### config.mk
export PLATFORM = sky130hd
export DESIGN_NAME = led7seg_74hc595_monitor_flat
export DESIGN_NICKNAME = d
export VERILOG_FILES = /design/src/rtl/led7seg_74hc595_monitor_if.sv /design/src/rtl/led7seg_74hc595_monitor.sv /design/src/flat_wrapper.sv
export SDC_FILE = /design/constraint.sdc
export NUM_CORES = 1
export LEC_CHECK = 0
export CORE_MARGIN = 5
export CORE_UTILIZATION = 55
export CTS_CLUSTER_SIZE = 40
export DETAILED_ROUTE_END_ITERATION = 12
export PLACE_DENSITY = 0.74
export SKIP_LAST_GASP = 1
export SYNTH_ARGS = -nofsm -noshare
export SYNTH_HDL_FRONTEND = slang
export SYNTH_SLANG_ARGS = --single-unit
### constraint.sdc
create_clock -name clk -period 5.2 [get_ports clk]
set_clock_uncertainty 0.1 [all_clocks]
set_input_delay 0.78 -clock clk [delete_from_list [all_inputs] [get_ports clk]]
set_output_delay 0.78 -clock clk [all_outputs]
set_load 0.1 [all_outputs]
### src/rtl/led7seg_74hc595_monitor_if.sv
// Pin and readback bundle for the 74HC595 stream monitor.
// The master drives the three pins and the read address; the slave (monitor) answers.
interface led7seg_74hc595_monitor_if #(parameter int NUM_DIG = 8);
  localparam int IW = $clog2(NUM_DIG);

  logic               sclk_i;
  logic               rclk_i;
  logic               dio_i;
  logic [7+NUM_DIG:0] dat;
  logic               vld;
  logic               frm_err;
  logic               sel_err;
  logic [15:0]        latch_cnt;
  logic [IW-1:0]      rd_idx;
  logic [7:0]         rd_seg;

  modport master (
    output sclk_i, rclk_i, dio_i, rd_idx,
    input  dat, vld, frm_err, sel_err, latch_cnt, rd_seg
  );

  modport slave (
    input  sclk_i, rclk_i, dio_i, rd_idx,
    output dat, vld, frm_err, sel_err, latch_cnt, rd_seg
  );
endinterface

### src/rtl/led7seg_74hc595_monitor.sv
// Receive-side model of two cascaded 74HC595s: deserializes sclk/rclk/dio,
// reports each latched word, keeps a per-digit segment buffer and flags bad frames.
module led7seg_74hc595_monitor #(
  parameter int NUM_DIG  = 8,
  parameter int FRM_BITS = 16
) (
  input  logic                          clk,
  input  logic                          rst,
  led7seg_74hc595_monitor_if.slave      bus
);
  localparam int          W     = 8 + NUM_DIG;
  localparam int          IW    = $clog2(NUM_DIG);
  localparam int          CW    = $clog2(NUM_DIG + 1);
  localparam logic [4:0]  FRM_N = 5'(FRM_BITS);

  // Chains reset to ones so a pin held high across reset release gives no edge.
  logic [2:0] r_sclk_sy;
  logic [2:0] r_rclk_sy;
  logic [2:0] r_dio_sy;
  logic       r_sclk_p;
  logic       r_rclk_p;

  always_ff @(posedge clk or posedge rst) begin
    if (rst) begin
      r_sclk_sy <= '1;
      r_rclk_sy <= '1;
      r_dio_sy  <= '1;
      r_sclk_p  <= 1'b0;
      r_rclk_p  <= 1'b0;
    end else begin
      r_sclk_sy <= {r_sclk_sy[1:0], bus.sclk_i};
      r_rclk_sy <= {r_rclk_sy[1:0], bus.rclk_i};
      r_dio_sy  <= {r_dio_sy[1:0],  bus.dio_i};
      r_sclk_p  <= r_sclk_sy[1] & ~r_sclk_sy[2];
      r_rclk_p  <= r_rclk_sy[1] & ~r_rclk_sy[2];
    end
  end

  // dio is taken from the third stage so it is sampled on the same clk edge
  // that first saw the sclk rise, keeping the hold window short.
  logic w_dio_s;
  assign w_dio_s = r_dio_sy[2];

  logic [W-1:0]          r_shreg;
  logic [4:0]            r_bit_cnt;
  logic [W-1:0]          r_dat;
  logic                  r_vld;
  logic                  r_frm_err;
  logic                  r_sel_err;
  logic [15:0]           r_latch_cnt;
  logic [NUM_DIG-1:0][7:0] r_fb;

  logic [CW-1:0] w_ones;
  logic          w_onehot;
  logic [IW-1:0] w_wr_idx;

  always_comb begin
    w_ones   = '0;
    w_wr_idx = '0;
    for (int i = 0; i < NUM_DIG; i++) begin
      w_ones = w_ones + {{(CW-1){1'b0}}, r_shreg[i]};
      if (r_dat[i]) w_wr_idx = IW'(i);
    end
    w_onehot = (w_ones == CW'(1));
  end

  always_ff @(posedge clk or posedge rst) begin
    if (rst) begin
      r_shreg     <= '0;
      r_bit_cnt   <= '0;
      r_dat       <= '0;
      r_vld       <= 1'b0;
      r_frm_err   <= 1'b0;
      r_sel_err   <= 1'b0;
      r_latch_cnt <= '0;
    end else begin
      r_vld <= 1'b0;
      if (r_sclk_p) r_shreg <= {r_shreg[W-2:0], w_dio_s};
      // A coincident shift lands after the latch, as with tied 595 clocks.
      if (r_rclk_p) begin
        r_dat       <= r_shreg;
        r_frm_err   <= (r_bit_cnt != FRM_N);
        r_sel_err   <= ~w_onehot;
        r_vld       <= 1'b1;
        r_latch_cnt <= r_latch_cnt + 16'd1;
        r_bit_cnt   <= r_sclk_p ? 5'd1 : 5'd0;
      end else if (r_sclk_p && r_bit_cnt != 5'd31) begin
        r_bit_cnt <= r_bit_cnt + 5'd1;
      end
    end
  end

  // Buffer is written from the latched word while vld is high.
  always_ff @(posedge clk or posedge rst) begin
    if (rst) begin
      r_fb <= '0;
    end else if (r_vld && !r_frm_err && !r_sel_err) begin
      r_fb[w_wr_idx] <= r_dat[W-1:NUM_DIG];
    end
  end

  assign bus.dat       = r_dat;
  assign bus.vld       = r_vld;
  assign bus.frm_err   = r_frm_err;
  assign bus.sel_err   = r_sel_err;
  assign bus.latch_cnt = r_latch_cnt;
  assign bus.rd_seg    = r_fb[bus.rd_idx];
endmodule
### src/flat_wrapper.sv
// flat-port wrapper written by rule: the top's interface ports become plain ports
module led7seg_74hc595_monitor_flat 
#(
  parameter int NUM_DIG  = 8,
  parameter int FRM_BITS = 16
)
  (clk, rst, bus_sclk_i, bus_rclk_i, bus_dio_i, bus_rd_idx, bus_dat, bus_vld, bus_frm_err, bus_sel_err, bus_latch_cnt, bus_rd_seg);
  led7seg_74hc595_monitor_if #(.NUM_DIG(NUM_DIG)) bus_i ();
  input  logic clk;
  input  logic rst;
  input wire logic [$bits(bus_i.sclk_i)-1:0] bus_sclk_i;
  input wire logic [$bits(bus_i.rclk_i)-1:0] bus_rclk_i;
  input wire logic [$bits(bus_i.dio_i)-1:0] bus_dio_i;
  input wire logic [$bits(bus_i.rd_idx)-1:0] bus_rd_idx;
  output wire logic [$bits(bus_i.dat)-1:0] bus_dat;
  output wire logic [$bits(bus_i.vld)-1:0] bus_vld;
  output wire logic [$bits(bus_i.frm_err)-1:0] bus_frm_err;
  output wire logic [$bits(bus_i.sel_err)-1:0] bus_sel_err;
  output wire logic [$bits(bus_i.latch_cnt)-1:0] bus_latch_cnt;
  output wire logic [$bits(bus_i.rd_seg)-1:0] bus_rd_seg;
  assign bus_i.sclk_i = bus_sclk_i;
  assign bus_i.rclk_i = bus_rclk_i;
  assign bus_i.dio_i = bus_dio_i;
  assign bus_i.rd_idx = bus_rd_idx;
  assign bus_dat = bus_i.dat;
  assign bus_vld = bus_i.vld;
  assign bus_frm_err = bus_i.frm_err;
  assign bus_sel_err = bus_i.sel_err;
  assign bus_latch_cnt = bus_i.latch_cnt;
  assign bus_rd_seg = bus_i.rd_seg;
  led7seg_74hc595_monitor #(.NUM_DIG(NUM_DIG), .FRM_BITS(FRM_BITS)) u_core (.clk(clk), .rst(rst), .bus(bus_i));
endmodule
Word level (Yosys, flattened, before mapping) --
Cells that the tools add are included.
Cells by class: reduce and logical (&&, ||, !) cells 7, $lt $le $gt $ge 3, muxes and demuxes 16, bitwise gates (word level) 5, equality and inequality tests 3, add/sub/neg operators 9
Operators with widths (count):
- bitwise mux 64 bit | 1
- adder 4 x 1 -> 4 bit | 6
- binary-select mux 8 bit (select 3 bit) | 1
- demux 8 bit (select 3 bit) | 1
- adder 16 x 1 -> 16 bit (second input constant) | 1
- two-way mux 8 bit | 2
- two-way mux 3 bit | 4
- two-way mux 5 bit | 2
- != test 5 bit (second input constant) | 2
- < comparator 3 x 4 -> 1 bit (second input constant) | 2
- adder 5 x 1 -> 5 bit (second input constant) | 1
- equality test 4 x 1 -> 1 bit (second input constant) | 1
- logical AND 1 bit | 4
- two-way mux 2 bit | 2
- greater-or-equal comparator 3 x 1 -> 1 bit (second input constant) | 1
- two-way mux 1 bit | 3
- NOT 1 bit | 3
- adder 1 x 1 -> 2 bit | 1
- bitwise AND 1 bit | 2
- logical NOT 1 bit | 2
- nonzero test 2 bit | 1
Storage, ports and cells: output and inout bits 43, logic and storage cells 63, register bits 131

Longest topological paths before layout --
word-level depth 12, depth in mapped cells 11

Least setup slack after synthesis --
OpenSTA, ideal clock, no wires.
path type input to output, from input bus_rd_idx[0], to output bus_rd_seg[0], path slack 1.573 ns, data required time 4.320 ns, data arrival time 2.747 ns, stages on the path 4, path buffers 2, path through clkbuf_1 > buf_1 > mux4_2 > mux2_2
Between the ends: word-level cells in the longest chain between the ends 2
Ends and longest elaborated chain:
- start: declaration | RTL line flat_wrapper.sv:14 | input wire logic [$bits(bus_i.rd_idx)-1:0] bus_rd_idx;
- binary-select mux 8 bit (select 3 bit) | RTL line led7seg_74hc595_monitor.sv:107 | assign bus.rd_seg = r_fb[bus.rd_idx];
- two-way mux 8 bit (implied by the code) | RTL line led7seg_74hc595_monitor.sv:107
- end: declaration | RTL line flat_wrapper.sv:20 | output wire logic [$bits(bus_i.rd_seg)-1:0] bus_rd_seg;
Every way passes these cells. The select of a mux whose other input is x is not followed.

Worst setup path in the final report --
from input bus_rd_idx[1], to output bus_rd_seg[7]
Same word-level chain as after synthesis.

==> results by group <==
Run status
  – Status: completed

STA
  – Worst Tran Pin Value: 1.08 ns
  – WHS: 0.256 ns
  – Final worst slack: 1.64 ns
  – Final setup vio count: 0
  – RSZ-0062 raised after global routing: false
  – Fin crit period: 3.56 ns
  – Final Max Tran Viols: 0
  – Final-report hold violation count: 0
  – TNS Setup: 0 ns
  – Part of the cycle the worst path needs: 68.5%
  – Fmax: 281 MHz
  – Worst slew margin: 27.9%

Pwr
  – Switching Share: 36.2%
  – Combinational power share: 26.6%
  – Clock network fraction of design power: 35.9%
  – VDD IR max: 0.409 mV
  – Final Power: 3.41 mW
  – Internal: 2.17 mW
  – Pwr Density: 494 nW/um^2
  – Switching power: 1.24 mW
  – Reg power frac: 37.6%
  – P_leak: 3.22 nW

Setup path
  – Reg2Reg Depth: 11
  – Worst path slowest cell: clkdlybuf4s50_1
  – Setup CP Type: input port to output pin
  – Startpoint Class: input port
  – CP delay by family, top: buffers and inverters
  – CP Cell Sequence: clkdlybuf4s50_1 > mux4_2 > mux2_2 > buf_4
  – CP Depth: 4
  – Worst setup EP type: output pin
  – Critical-path maximum fanout: 16
  – Arr. time, crit path: 2.68 ns
  – WP buf/inv: 2
  – CP Data Required Time: 4.32 ns
  – CP peak stage delay: 0.96 ns

Floorplan
  – Initial Util: 55.6%
  – Core Area: 10100 sq um
  – Cell Rows: 37
  – IO Pins: 51
  – Die X: 111 um
  – Die Y: 111 um
  – Die ar.: 12400 sq um

Logic synthesis
  – Post-synth EDFFs: 0
  – Mapped Cells: 375
  – Count leader, synth: dfrtp_1
  – Synth area leader: dfrtp_1
  – Synthesized Nets: 394
  – Mapped cell area: 5630 sq um
  – Synth top area cells: dfrtp_1 (54%), mux2_2 (20%), mux4_2 (6.4%), dfstp_2 (4.2%), xnor2_1 (1.9%)
  – Library cells used by synthesis: 36
  – Syn avg cell area: 15.0 sq um
  – Register area share after synthesis: 58.4%
  – Async S/R FF share, synth: 100%
  – Post-synth top flop: dfrtp_1
  – Yosys reg bits: 131
  – Synth warn: 0
  – Top cell type's share of synthesized area: 54.2%
  – Synth top cells by count: dfrtp_1 (122), mux2_2 (100), mux4_2 (16)

Global routing
  – Tot GR Track Use: 18.6%
  – Global-route wire length before repair: 18200 um
  – Largest net degree at the start of global routing: 70
  – Initial antenna violation count: 0
  – Vias in the first global route: 3503
  – Total global routing overflow: 0

Place
  – Final GP Congestion: 0.744
  – PortBufs: 50
  – Final HPWL from detailed placement: 6880 um
  – Setup WS pre-CTS: 1.63 ns

Clock tree
  – Clock Path Buffers: 2
  – CTS-repair resized insts: 0
  – CTS Sinks: 131
  – CTS tree: yes
  – Worst-Skew Late Latency: 0.51 ns
  – CTS H-tree lvls: 4
  – CTS Buf Count: 17
  – Clock slew at reported path FFs: 0.06 ns
  – Hold-fix buffers, CTS: 0
  – Postcts setup bufs: 0
  – Root buf cell: clkbuf_8

Finish
  – Footprint of the multi-input gates: 2240 sq um
  – Final Util: 68.0%
  – Fill count: 682
  – FF+latch area: 3290 sq um
  – Area grow syn2layout: 22.4%
  – # nets final: 455
  – Share of cells above drive strength 1: 39.2%
  – N_diodes: 0

Worst hold path
  – Hold depth: 0
  – Hold Path Class: flop to flop

Route
  – Routed Wire Length: 10600 um
  – Routed vias/inst: 5.49
  – Post-DR wirelength/cell: 18.1 um
  – Via Count: 3210
  – Antenna-violating nets left: 0
  – Total iterations of the first detailed-routing run: 4
  – Drt drc: 0
  – DR iter-0 viols: 75

Run
  – Max cap viols: 0
==> worst reg2reg max path: stages, from the launching register on <==
cell and delay, ns:
dfrtp_1 0.41, ha_1 0.29, inv_1 0.05, fa_1 0.51, fa_1 0.42, inv_1 0.08
fa_1 0.18, inv_1 0.05, fa_1 0.37, a2111oi_0 0.38, a21oi_1 0.08, o22a_1 0.18
==> cell type report <==
| type | count | area share [%] |
|---|---|---|
| clock inverters | 12 | 2.63 |
| repair buffers | 55 | 7.51 |
| multi-input cells | 216 | 32.5 |
| inverters | 15 | 0.853 |
| well taps | 136 | 2.47 |
| clock buffers | 20 | 6.31 |
| flip-flops and latches | 131 | 47.7 |
==> registers in the layout, indices dropped and copies added, names as in the netlist <==
signal                cells
u_core.r_sclk_sy          3
u_core.r_rclk_sy          3
u_core.bus.latch_cnt     16
u_core.r_shreg           16
u_core.bus.frm_err        1
u_core.r_rclk_p           1
u_core.bus.sel_err        1
u_core.bus.dat           16
u_core.r_sclk_p           1
u_core.r_bit_cnt          5
u_core.r_fb              64
u_core.bus.vld            1
u_core.r_dio_sy           3
==> per-stage QoR <==
step / cells / area, sq um
finish: 585 / 6900
global route: 585 / 6900
CTS: 585 / 6900
detailed placement: 553 / 6280
global placement: 553 / 6280
floorplan: 375 / 5630
==> metal layers <==
metal	wire length, um	part of all wire [%]	GRT usage (%)	vias up
met5	0	0	0	-
met4	148	1.4	6.57	0
met3	329	3.1	4.86	10
met2	5360	51	29.8	43
met1	4770	45	24.7	1686
li1	-	-	-	1471
==> layout by cell type, fill, tap and decap left out, types with 2 or more instances in the layout <==
master and count:
dfrtp_1 122, mux2_2 100, clkdlybuf4s50_1 42, mux4_2 16
clkbuf_16 16, inv_1 14, nand2_1 13, buf_4 13
xnor2_1 12, nor2_1 11, dfstp_2 9, ha_1 7
clkinvlp_4 7, o21ai_0 6, and3_1 6, nand3_1 6
xor2_1 5, nor2b_1 4, nand4_1 4, fa_1 4
bufinv_16 4, a21oi_1 3, and4_1 3, clkbuf_8 2
clkbuf_1 2
==> power by group through the flow <==
stage	combinational, mW	sequential, mW	clock (mW)
floorplan	0.249	1.71	0
global placement	0.892	1.29	0
detailed placement	0.911	1.30	0
CTS	0.918	1.28	1.24
global route	0.958	1.30	1.28
finish	0.905	1.28	1.22
==> worst paths after layout <==
check	start	end	slack, ns
min reg2reg	u_core.r_rclk_sy[0]	u_core.r_rclk_sy[1]	0.26
max	bus_rd_idx[1]	bus_rd_seg[7]	1.64
max in group asynchronous	rst	u_core.r_dio_sy[0]	3.34
min	u_core.r_rclk_sy[0]	u_core.r_rclk_sy[1]	0.26
min in group asynchronous	rst	u_core.r_fb[44]	0.71
max reg2reg	u_core.r_shreg[0]	u_core.bus.sel_err	1.99
==> cells by family (layout without fill, tap and decap cells) <==
family / count (synthesis) / after routing / share of synthesized area (%)
AO/OA/AOI/OAI: 17 / 17 / 2.35
flip-flops: 131 / 131 / 58.4
XOR/XNOR: 17 / 17 / 2.64
buffers and inverters: 28 / 102 / 1.87
adder cells (fa/ha/maj): 11 / 11 / 2.98
multiplexers: 117 / 117 / 26.6
AND/OR/NAND/NOR: 54 / 54 / 5.20
Power figures use the tool's default switching activity.
